$ cat src/rtl/led_pwm_pkg.sv
// Shared definitions for the multi-channel LED PWM generator.
//   pwm_mode_t : 2-bit per-channel alignment mode
//   LEFT/RIGHT/CENTER/OFF : mode encodings
//   center_lo() : first high count value of a centre-aligned pulse
package led_pwm_pkg;

  typedef logic [1:0] pwm_mode_t;

  localparam pwm_mode_t LEFT   = 2'b00;
  localparam pwm_mode_t RIGHT  = 2'b01;
  localparam pwm_mode_t CENTER = 2'b10;
  localparam pwm_mode_t OFF    = 2'b11;

  // Lower bound of the centred window: floor((N - D) / 2).
  function automatic logic [31:0] center_lo(input logic [31:0] n, input logic [31:0] d);
    return (n - d) >> 1;
  endfunction

endpackage

$ cat src/rtl/led_pwm_channel.sv
// One PWM output channel: compares the shared period counter against the
// active duty according to the active alignment mode; output is registered.
//   clk_i, rst_i : clock, synchronous active-high reset
//   cnt_i        : shared period counter
//   duty_i       : active duty (ticks high per period)
//   mode_i       : active alignment mode
//   pwm_o        : registered PWM bit
module led_pwm_channel
  import led_pwm_pkg::*;
#(
  parameter int WIDTH = 10
) (
  input  logic             clk_i,
  input  logic             rst_i,
  input  logic [WIDTH-1:0] cnt_i,
  input  logic [WIDTH-1:0] duty_i,
  input  pwm_mode_t        mode_i,
  output logic             pwm_o
);

  // Compare in WIDTH+1 bits so N = 2^WIDTH and lo + D are representable.
  localparam logic [WIDTH:0] N = {1'b1, {WIDTH{1'b0}}};

  logic [WIDTH:0] cnt_x;
  logic [WIDTH:0] duty_x;
  logic [WIDTH:0] lo;
  logic           pwm_d;
  logic           pwm_q;

  assign cnt_x  = {1'b0, cnt_i};
  assign duty_x = {1'b0, duty_i};
  assign lo     = (WIDTH+1)'(center_lo(32'(N), 32'(duty_x)));

  always_comb begin
    pwm_d = 1'b0;
    case (mode_i)
      LEFT:    pwm_d = (cnt_x < duty_x);
      RIGHT:   pwm_d = (cnt_x >= (N - duty_x));
      CENTER:  pwm_d = (cnt_x >= lo) && (cnt_x < (lo + duty_x));
      default: pwm_d = 1'b0;
    endcase
  end

  always_ff @(posedge clk_i) begin
    if (rst_i) pwm_q <= 1'b0;
    else       pwm_q <= pwm_d;
  end

  assign pwm_o = pwm_q;

endmodule

$ cat src/rtl/led_pwm_multi.sv
// Multi-channel PWM generator with a shared prescaled period counter and
// double-buffered duty/mode/prescale that apply only at a period boundary.
//   clk_i, rst_i    : clock, synchronous active-high reset
//   duty_i          : per-channel duty, channel i at [i*WIDTH +: WIDTH]
//   mode_i          : per-channel mode, channel i at [2i +: 2]
//   prescale_i      : one tick every prescale+1 clocks
//   load_i          : strobe capturing duty/mode/prescale into the shadow
//   pending_o       : shadow holds values not yet applied
//   period_start_o  : pulse aligned with the first output cycle of a period
//   pwm_out_o       : registered PWM outputs
module led_pwm_multi
  import led_pwm_pkg::*;
#(
  parameter int CHANNELS = 3,
  parameter int WIDTH    = 10,
  parameter int PRE_W    = 8
) (
  input  logic                      clk_i,
  input  logic                      rst_i,
  input  logic [CHANNELS*WIDTH-1:0] duty_i,
  input  logic [2*CHANNELS-1:0]     mode_i,
  input  logic [PRE_W-1:0]          prescale_i,
  input  logic                      load_i,
  output logic                      pending_o,
  output logic                      period_start_o,
  output logic [CHANNELS-1:0]       pwm_out_o
);

  logic [PRE_W-1:0]          pre_q, pre_d;
  logic [WIDTH-1:0]          cnt_q, cnt_d;
  logic [CHANNELS*WIDTH-1:0] sh_duty_q, sh_duty_d, act_duty_q, act_duty_d;
  logic [2*CHANNELS-1:0]     sh_mode_q, sh_mode_d, act_mode_q, act_mode_d;
  logic [PRE_W-1:0]          sh_pre_q, sh_pre_d, act_pre_q, act_pre_d;
  logic                      pending_q, pending_d;
  logic                      period_start_q, period_start_d;
  logic                      tick;
  logic                      wrap;
  logic                      xfer;

  assign tick = (pre_q == act_pre_q);
  assign wrap = tick && (cnt_q == '1);
  assign xfer = wrap && pending_q;

  always_comb begin
    pre_d = tick ? '0 : pre_q + 1'b1;
    cnt_d = tick ? cnt_q + 1'b1 : cnt_q;

    // Transfer reads the pre-load shadow, so a load coinciding with a wrap
    // stays pending and applies at the following wrap.
    sh_duty_d  = load_i ? duty_i     : sh_duty_q;
    sh_mode_d  = load_i ? mode_i     : sh_mode_q;
    sh_pre_d   = load_i ? prescale_i : sh_pre_q;
    act_duty_d = xfer ? sh_duty_q : act_duty_q;
    act_mode_d = xfer ? sh_mode_q : act_mode_q;
    act_pre_d  = xfer ? sh_pre_q  : act_pre_q;

    pending_d = pending_q;
    if (load_i)    pending_d = 1'b1;
    else if (wrap) pending_d = 1'b0;

    // First clock of count 0: the following output cycle is the first of the period.
    period_start_d = (cnt_q == '0) && (pre_q == '0);
  end

  always_ff @(posedge clk_i) begin
    if (rst_i) begin
      pre_q          <= '0;
      cnt_q          <= '0;
      sh_duty_q      <= '0;
      sh_mode_q      <= '0;
      sh_pre_q       <= '0;
      act_duty_q     <= '0;
      act_mode_q     <= '0;
      act_pre_q      <= '0;
      pending_q      <= 1'b0;
      period_start_q <= 1'b0;
    end else begin
      pre_q          <= pre_d;
      cnt_q          <= cnt_d;
      sh_duty_q      <= sh_duty_d;
      sh_mode_q      <= sh_mode_d;
      sh_pre_q       <= sh_pre_d;
      act_duty_q     <= act_duty_d;
      act_mode_q     <= act_mode_d;
      act_pre_q      <= act_pre_d;
      pending_q      <= pending_d;
      period_start_q <= period_start_d;
    end
  end

  for (genvar gi = 0; gi < CHANNELS; gi++) begin : g_ch
    led_pwm_channel #(.WIDTH(WIDTH)) u_ch (
      .clk_i  (clk_i),
      .rst_i  (rst_i),
      .cnt_i  (cnt_q),
      .duty_i (act_duty_q[gi*WIDTH +: WIDTH]),
      .mode_i (pwm_mode_t'(act_mode_q[2*gi +: 2])),
      .pwm_o  (pwm_out_o[gi])
    );
  end

  assign pending_o      = pending_q;
  assign period_start_o = period_start_q;

endmodule

$ cat config.mk
export PLATFORM = sky130hd
export DESIGN_NAME = led_pwm_multi
export DESIGN_NICKNAME = d
export VERILOG_FILES = /design/src/rtl/led_pwm_pkg.sv /design/src/rtl/led_pwm_channel.sv /design/src/rtl/led_pwm_multi.sv
export SDC_FILE = /design/constraint.sdc
export NUM_CORES = 1
export LEC_CHECK = 0
export BUFFER_PORTS_ARGS = -buffer_cell sky130_fd_sc_hd__buf_4
export CAP_MARGIN = 30
export CORE_MARGIN = 2
export CORE_UTILIZATION = 30
export CTS_CLUSTER_SIZE = 40
export DETAILED_ROUTE_END_ITERATION = 8
export GPL_ROUTABILITY_DRIVEN = 0
export MAX_ROUTING_LAYER = met4
export PLACE_DENSITY = 0.49
export SYNTH_ARGS = -nofsm -noshare
export SYNTH_HDL_FRONTEND = slang
export SYNTH_SLANG_ARGS = --single-unit
$ cat constraint.sdc
create_clock -name clk_i -period 3.4 [get_ports clk_i]
set_input_delay 0.85 -clock clk_i [delete_from_list [all_inputs] [get_ports clk_i]]
set_output_delay 0.85 -clock clk_i [all_outputs]
set_load 0.05 [all_outputs]
After elaboration in Yosys (flattened, before gate mapping)

Index checks and enable logic that the tools add are counted.

Register bits after elaboration: 111
Bits of input ports: 47
Output and inout port bits: 5
Word-level logic and storage cells: 62

$add $sub $neg: 11
Reduce and logical (&&, ||, !) cells: 13
Equal/unequal tests: 8
$lt $le $gt $ge: 12
Mux-type cells: 5

Operators with widths:

| operator                 | count |
|---|---|
| $ge A10 B11 Y1           | 6 |
| $sub A11 B10 Y12 const A | 3 |
| $add A11 B10 Y11         | 3 |
| $lt A10 B11 Y1           | 3 |
| $sub A11 B10 Y11 const A | 3 |
| $lt A10 B10 Y1           | 3 |
| $add A10 B1 Y10 const B  | 1 |
| $eq A10 B10 Y1 const B   | 1 |
| $logic_not A10 Y1        | 1 |
| $pmux W1 S3              | 3 |
| $add A8 B1 Y8 const B    | 1 |
| $eq A8 B8 Y1             | 1 |
| $logic_not A8 Y1         | 1 |
| $eq A2 B1 Y1 const B     | 3 |
| $eq A2 B2 Y1 const B     | 3 |
| $logic_and A1 B1 Y1      | 6 |
| $logic_not A2 Y1         | 3 |
| $mux W1                  | 2 |
| $reduce_bool A2 Y1       | 1 |
| $reduce_or A2 Y1         | 1 |

Depth between registers and ports, before layout

Depth after elaboration: 5
Depth in mapped cells: 18
Mapped depth without buffers: 17

By module

From an unflattened synthesis, not the netlist that was laid out.

Cells, all modules: 1131
Area, all modules: 9511.6 sq um

Modules (own cells, without submodules):

| module                         | area an instance (sq um) | cells each | instances | sequential area each (sq um) |
|---|---|---|---|---|
| led_pwm_multi                  | 4569.4                   | 480        | 1         | 2162.1 |
| led_pwm_channel (g_ch[1].u_ch) | 1694.1                   | 215        | 1         | 20.0 |
| led_pwm_channel (g_ch[0].u_ch) | 1630.3                   | 215        | 1         | 20.0 |
| led_pwm_channel (g_ch[2].u_ch) | 1617.8                   | 221        | 1         | 20.0 |

Worst setup path after synthesis

Ideal clock, no wire load.

Kind: flip-flop to flip-flop
From: register act_duty_q[11]
To: register g_ch[1].u_ch.pwm_q
Setup time: 0.096 ns
Setup slack: -0.124 ns
Required time: 3.304 ns
Arrival: 3.428 ns
Period minus slack after synthesis: 3.524 ns
Cell stages (with the launch flop): 17
Buffers on the path: 0
Cells stage by stage: dfxtp_1 > inv_1 > ha_1 > xnor2_1 > ha_1 > a21o_1 > a211oi_1 > o22ai_1 > a21oi_1 > o211ai_1 > a21oi_1 > xor2_1 > ha_1 > nand3_1 > a31oi_1 > o32a_1 > o41ai_2

Longest elaborated chain between the ends: 5
Elaborated cells on any way between the ends: 9
Classes of those cells: add/sub: 3; order compare: 4; mux: 1; reduce/logical: 1

Ends and longest elaborated chain:

| element                  | RTL line              | RTL |
|---|---|---|
| start: declaration       | led_pwm_multi.sv:31   | `logic [CHANNELS*WIDTH-1:0] sh_duty_q, sh_duty_d, act_duty_q, act_duty_d;` |
| start signal: assignment | led_pwm_multi.sv:83   | `act_duty_q <= act_duty_d;` |
| $sub A11 B10 Y12         | led_pwm_pkg.sv:16     | `return (n - d) >> 1;` |
| $add A11 B10 Y11         | led_pwm_channel.sv:39 | `CENTER: pwm_d = (cnt_x >= lo) && (cnt_x < (lo + duty_x));` |
| $lt A10 B11 Y1           | led_pwm_channel.sv:39 |  |
| $logic_and A1 B1 Y1      | led_pwm_channel.sv:39 |  |
| $pmux W1 S3 *            | led_pwm_channel.sv:36 | `case (mode_i)` |
| end signal: assignment   | led_pwm_channel.sv:46 | `else pwm_q <= pwm_d;` |
| end: declaration         | led_pwm_channel.sv:28 | `logic pwm_q;` |

Mark *: on every way between the ends. The rest lies on a longest branch, timed or not.
A chain may end at the register's enable or synchronous reset.

Final worst setup path

From: register act_duty_q[4]
To: register g_ch[0].u_ch.pwm_q

Longest elaborated chain between the ends: 5
Elaborated cells on any way between the ends: 9
Classes of those cells: add/sub: 3; order compare: 4; mux: 1; reduce/logical: 1

Ends and longest elaborated chain:

| element                | RTL line |
|---|---|
| $sub A11 B10 Y12       | led_pwm_pkg.sv:16 |
| $add A11 B10 Y11       | led_pwm_channel.sv:39 |
| $lt A10 B11 Y1         | led_pwm_channel.sv:39 |
| $logic_and A1 B1 Y1    | led_pwm_channel.sv:39 |
| $pmux W1 S3 *          | led_pwm_channel.sv:36 |
| end signal: assignment | led_pwm_channel.sv:46 |
| end: declaration       | led_pwm_channel.sv:28 |

Marked as above.

==> run_results.csv <==
group,metric,value,unit
routing,routed_via_density,4.77,
placed_design,portBuffers,51,
layout,nNetsFinal,1323,
setup_path,critPathLaunchType,"register",
synthesis,yosys-top-cells-area,"dfxtp_1, ha_1, xnor2_1",
synthesis,synthArstFlopShare,0,
job,cap_violations,0,
setup_path,cp_top_family,"simple AND/OR/NAND/NOR gates",
synthesis,ys_types,59,
setup_path,worst_path_max_delay_cell,"or3_4",
setup_path,arrival,3.64,ns
synthesis,synth.most_common_cell,"ha_1",
synthesis,synth_nets,1208,
synthesis,yosysTopAreaCell,"dfxtp_1",
synthesis,yosysWarnings,0,
layout,area_delta_synth_final,23.4,%
timing,worst_slew_pin_slew,0.841,ns
power,pwr_density_cell,265,mW/mm^2
clock_tree,clk_pin_slew,0.08,ns
setup_path,slowest_delay,0.39,ns
clock_tree,cts_tree,"done",
clock_tree,clockRootBuffer,"clkbuf_16",
synthesis,avgSynthCellArea,8.39,um^2
setup_path,cp.depth,16,
timing,rsz0062_at_grt,"yes",
grt,grt_use_total,0.157,
power,peakVddDrop,0.000200,V
placed_design,pre_cts_slack,-0.245,ns
synthesis,synth_edf_count,0,
timing,fin_crit,3.38,ns
routing,drtIter0Drc,254,
die,dieArea,0.0295,mm^2
grt,grt_pass1_vias,7089,
layout,multi_input_area,0.00609,mm^2
setup_path,path_buf_inv,0,
timing,fin_setup_tns,0,ns
synthesis,ys_seq_area_frac,0.263,
clock_tree,cts_buffer_depth,2,
die,core,0.0278,mm^2
timing,hold_violations,0,
routing,drt.antenna.violating_nets,0,
synthesis,syn_inst,1007,
setup_path,path_max_fanout,3,
synthesis,synth_top_area_frac,0.263,
clock_tree,cts_buffers,9,
hold_path,holdPathStages,2,
placed_design,place_hpwl,16500,um
grt,grt_max_degree,46,
setup_path,critPathCaptureType,"register",
die,die_w,172,um
setup_path,r2r_cells,16,
layout,antenna_cells,0,
routing,wirelength,21900,um
timing,final-max-slew-violation-count,0,
synthesis,yosys-top-cells-count,"ha_1, dfxtp_1, nand2_1, nor2_1, a21oi_1",
layout,seqCellArea,0.00223,mm^2
routing,drtPass1Iterations,4,
routing,wl_per_cell,14.5,um
die,row_count,61,
timing,setup-violations-final,0,
die,die_h,172,um
clock_tree,holdBufCountCts,0,
die,num_io_pins,52,
timing,fin_skew,0.0113,ns
power,p_leak,4.48,nW
layout,drive_gt1_frac,0.197,
clock_tree,htreeDepth,3,
timing,fmax,296,MHz
timing,fin_ws,0.0173,ns
timing,post-route-period-util,0.995,
setup_path,cp.required,3.66,ns
clock_tree,clock_sinks,111,
grt,grt-ovfl-total,0,
hold_path,min_path_type,"reg -> reg",
setup_path,crit_type,"reg -> reg",
clock_tree,clkLatencyLatePin,0.36,ns
outcome,outcome,"finished, final reports clean",
timing,slew_headroom,0.439,
grt,grt_pass1_wl,36100,um
synthesis,synth_area,0.00845,mm^2
synthesis,synth-seq-cells,111,
synthesis,synth_flop_cell,"dfxtp_1",
routing,num_vias,7177,
grt,antenna_found_initial,0,
setup_path,worstPathCellList,"nor3_4 > nand3_2 > or3_4 > xnor2_2 > ha_1 > a21oi_2 > nor3b_2 > o2111ai_2 > nand2_1 > xor2_1 > ha_1 > nand3_2 > a21oi_2 > a2111oi_4 > nor3_2 > nor4_1",
layout,nFillCells,2975,
die,start_util,0.304,
routing,drc,0,
registers in the layout, summed over array words and instances, names as in the netlist:
register,flops
act_duty_q,30
sh_duty_q,30
cnt_q,10
act_pre_q,8
pre_q,8
sh_pre_q,8
act_mode_q,6
sh_mode_q,6
g_ch.u_ch.pwm_o,3
pending_o,1
period_start_o,1
power by group:
part	internal, W	switching (W)	total [W]	leakage, nW
Combinational	0.000146	0.000158	0.000304	3.43
Clock	0.000553	0.000539	0.00109	0.145
Sequential	0.00134	0.0000292	0.00137	0.908
per-stage QoR:
stage	instances	util	instance area, um^2	power [W]	hold slack [ns]
final	1505	0.375	10400	0.00276	0.456
after global placement	1480	0.350	9720	0.00169	0.446
after CTS	1499	0.365	10100	0.00281	0.455
after global routing	1505	0.375	10400	0.00290	0.473
after floorplan	1007	-	8470	0.00159	0.428
after detailed placement	1480	0.350	9720	0.00170	0.447
cell usage in the layout (no fill, tap or decap), types with 4 or more instances in the layout:
cell | Yosys | final
buf_4 | 4 | 136
o211ai_1 | 10 | 10
or3_1 | 8 | 6
o21a_1 | 8 | 8
xnor2_2 | 0 | 4
xor2_1 | 19 | 19
clkbuf_16 | 0 | 9
nor2b_1 | 7 | 7
o2111ai_1 | 8 | 6
a21oi_1 | 86 | 77
nand2_1 | 111 | 110
nor3_1 | 20 | 13
nor3_2 | 0 | 6
inv_2 | 0 | 5
and3_1 | 5 | 4
nor2_1 | 89 | 88
nand4_1 | 7 | 7
inv_1 | 76 | 71
dfxtp_2 | 0 | 7
a21oi_2 | 0 | 8
xnor2_1 | 55 | 48
mux2i_1 | 45 | 45
nand2b_1 | 11 | 11
ha_4 | 0 | 4
o21bai_1 | 7 | 7
ha_1 | 151 | 146
o21ai_0 | 34 | 32
a211oi_1 | 14 | 13
dfxtp_1 | 111 | 104
a21o_1 | 15 | 15
nand3_2 | 0 | 4
nand3_1 | 25 | 21
path summary, 6_finish.rpt:
check | from | to | slack, ns
max | act_duty_q[4] | g_ch[0].u_ch.pwm_o | 0.02
max reg2reg | act_duty_q[4] | g_ch[0].u_ch.pwm_o | 0.02
min reg2reg | sh_duty_q[6] | act_duty_q[6] | 0.46
min | sh_duty_q[6] | act_duty_q[6] | 0.46
layout make-up:
type                    count  share of cell area
clock buffers              11              0.0242
clock inverters             5             0.00432
inverters                  76              0.0274
multi-input cells         786               0.585
flip-flops and latches    111               0.214
well taps                 378              0.0454
repair buffers            138               0.100
worst register-to-register path, cell delays in order (launching register included):
cell	delay [ns]
dfxtp_2	0.34
nor3_4	0.20
nand3_2	0.13
or3_4	0.39
xnor2_2	0.15
ha_1	0.31
a21oi_2	0.14
nor3b_2	0.20
o2111ai_2	0.13
nand2_1	0.11
xor2_1	0.17
ha_1	0.30
nand3_2	0.08
a21oi_2	0.04
a2111oi_4	0.29
nor3_2	0.06
nor4_1	0.25
routing by layer:
layer | up-vias | global-route usage | wire length (um)
met5 | - | - | 0
met3 | 17 | 0.0177 | 498
met4 | 0 | 0.0387 | 305
met1 | 3316 | 0.209 | 10900
met2 | 80 | 0.255 | 10200
li1 | 3764 | - | -
timing repair:
item | in CTS | in global routing
pin swaps | 12 | 34
gates resized for setup | 21 | 50
endpoints found under the hold margin | 0 | 0
setup endpoints to repair | 2 | 3
buffers inserted | 3 | 6
logic make-up after synthesis:
kind of cell,share of synthesized area
adders and majority gates,0.231
and+or+nand+nor,0.164
muxes,0.0533
AOI/OAI and AO/OA,0.156
xor gates and xnor gates,0.0767
buffers and inverters,0.0559
DFF,0.263
(Power assumes the default switching activity.)
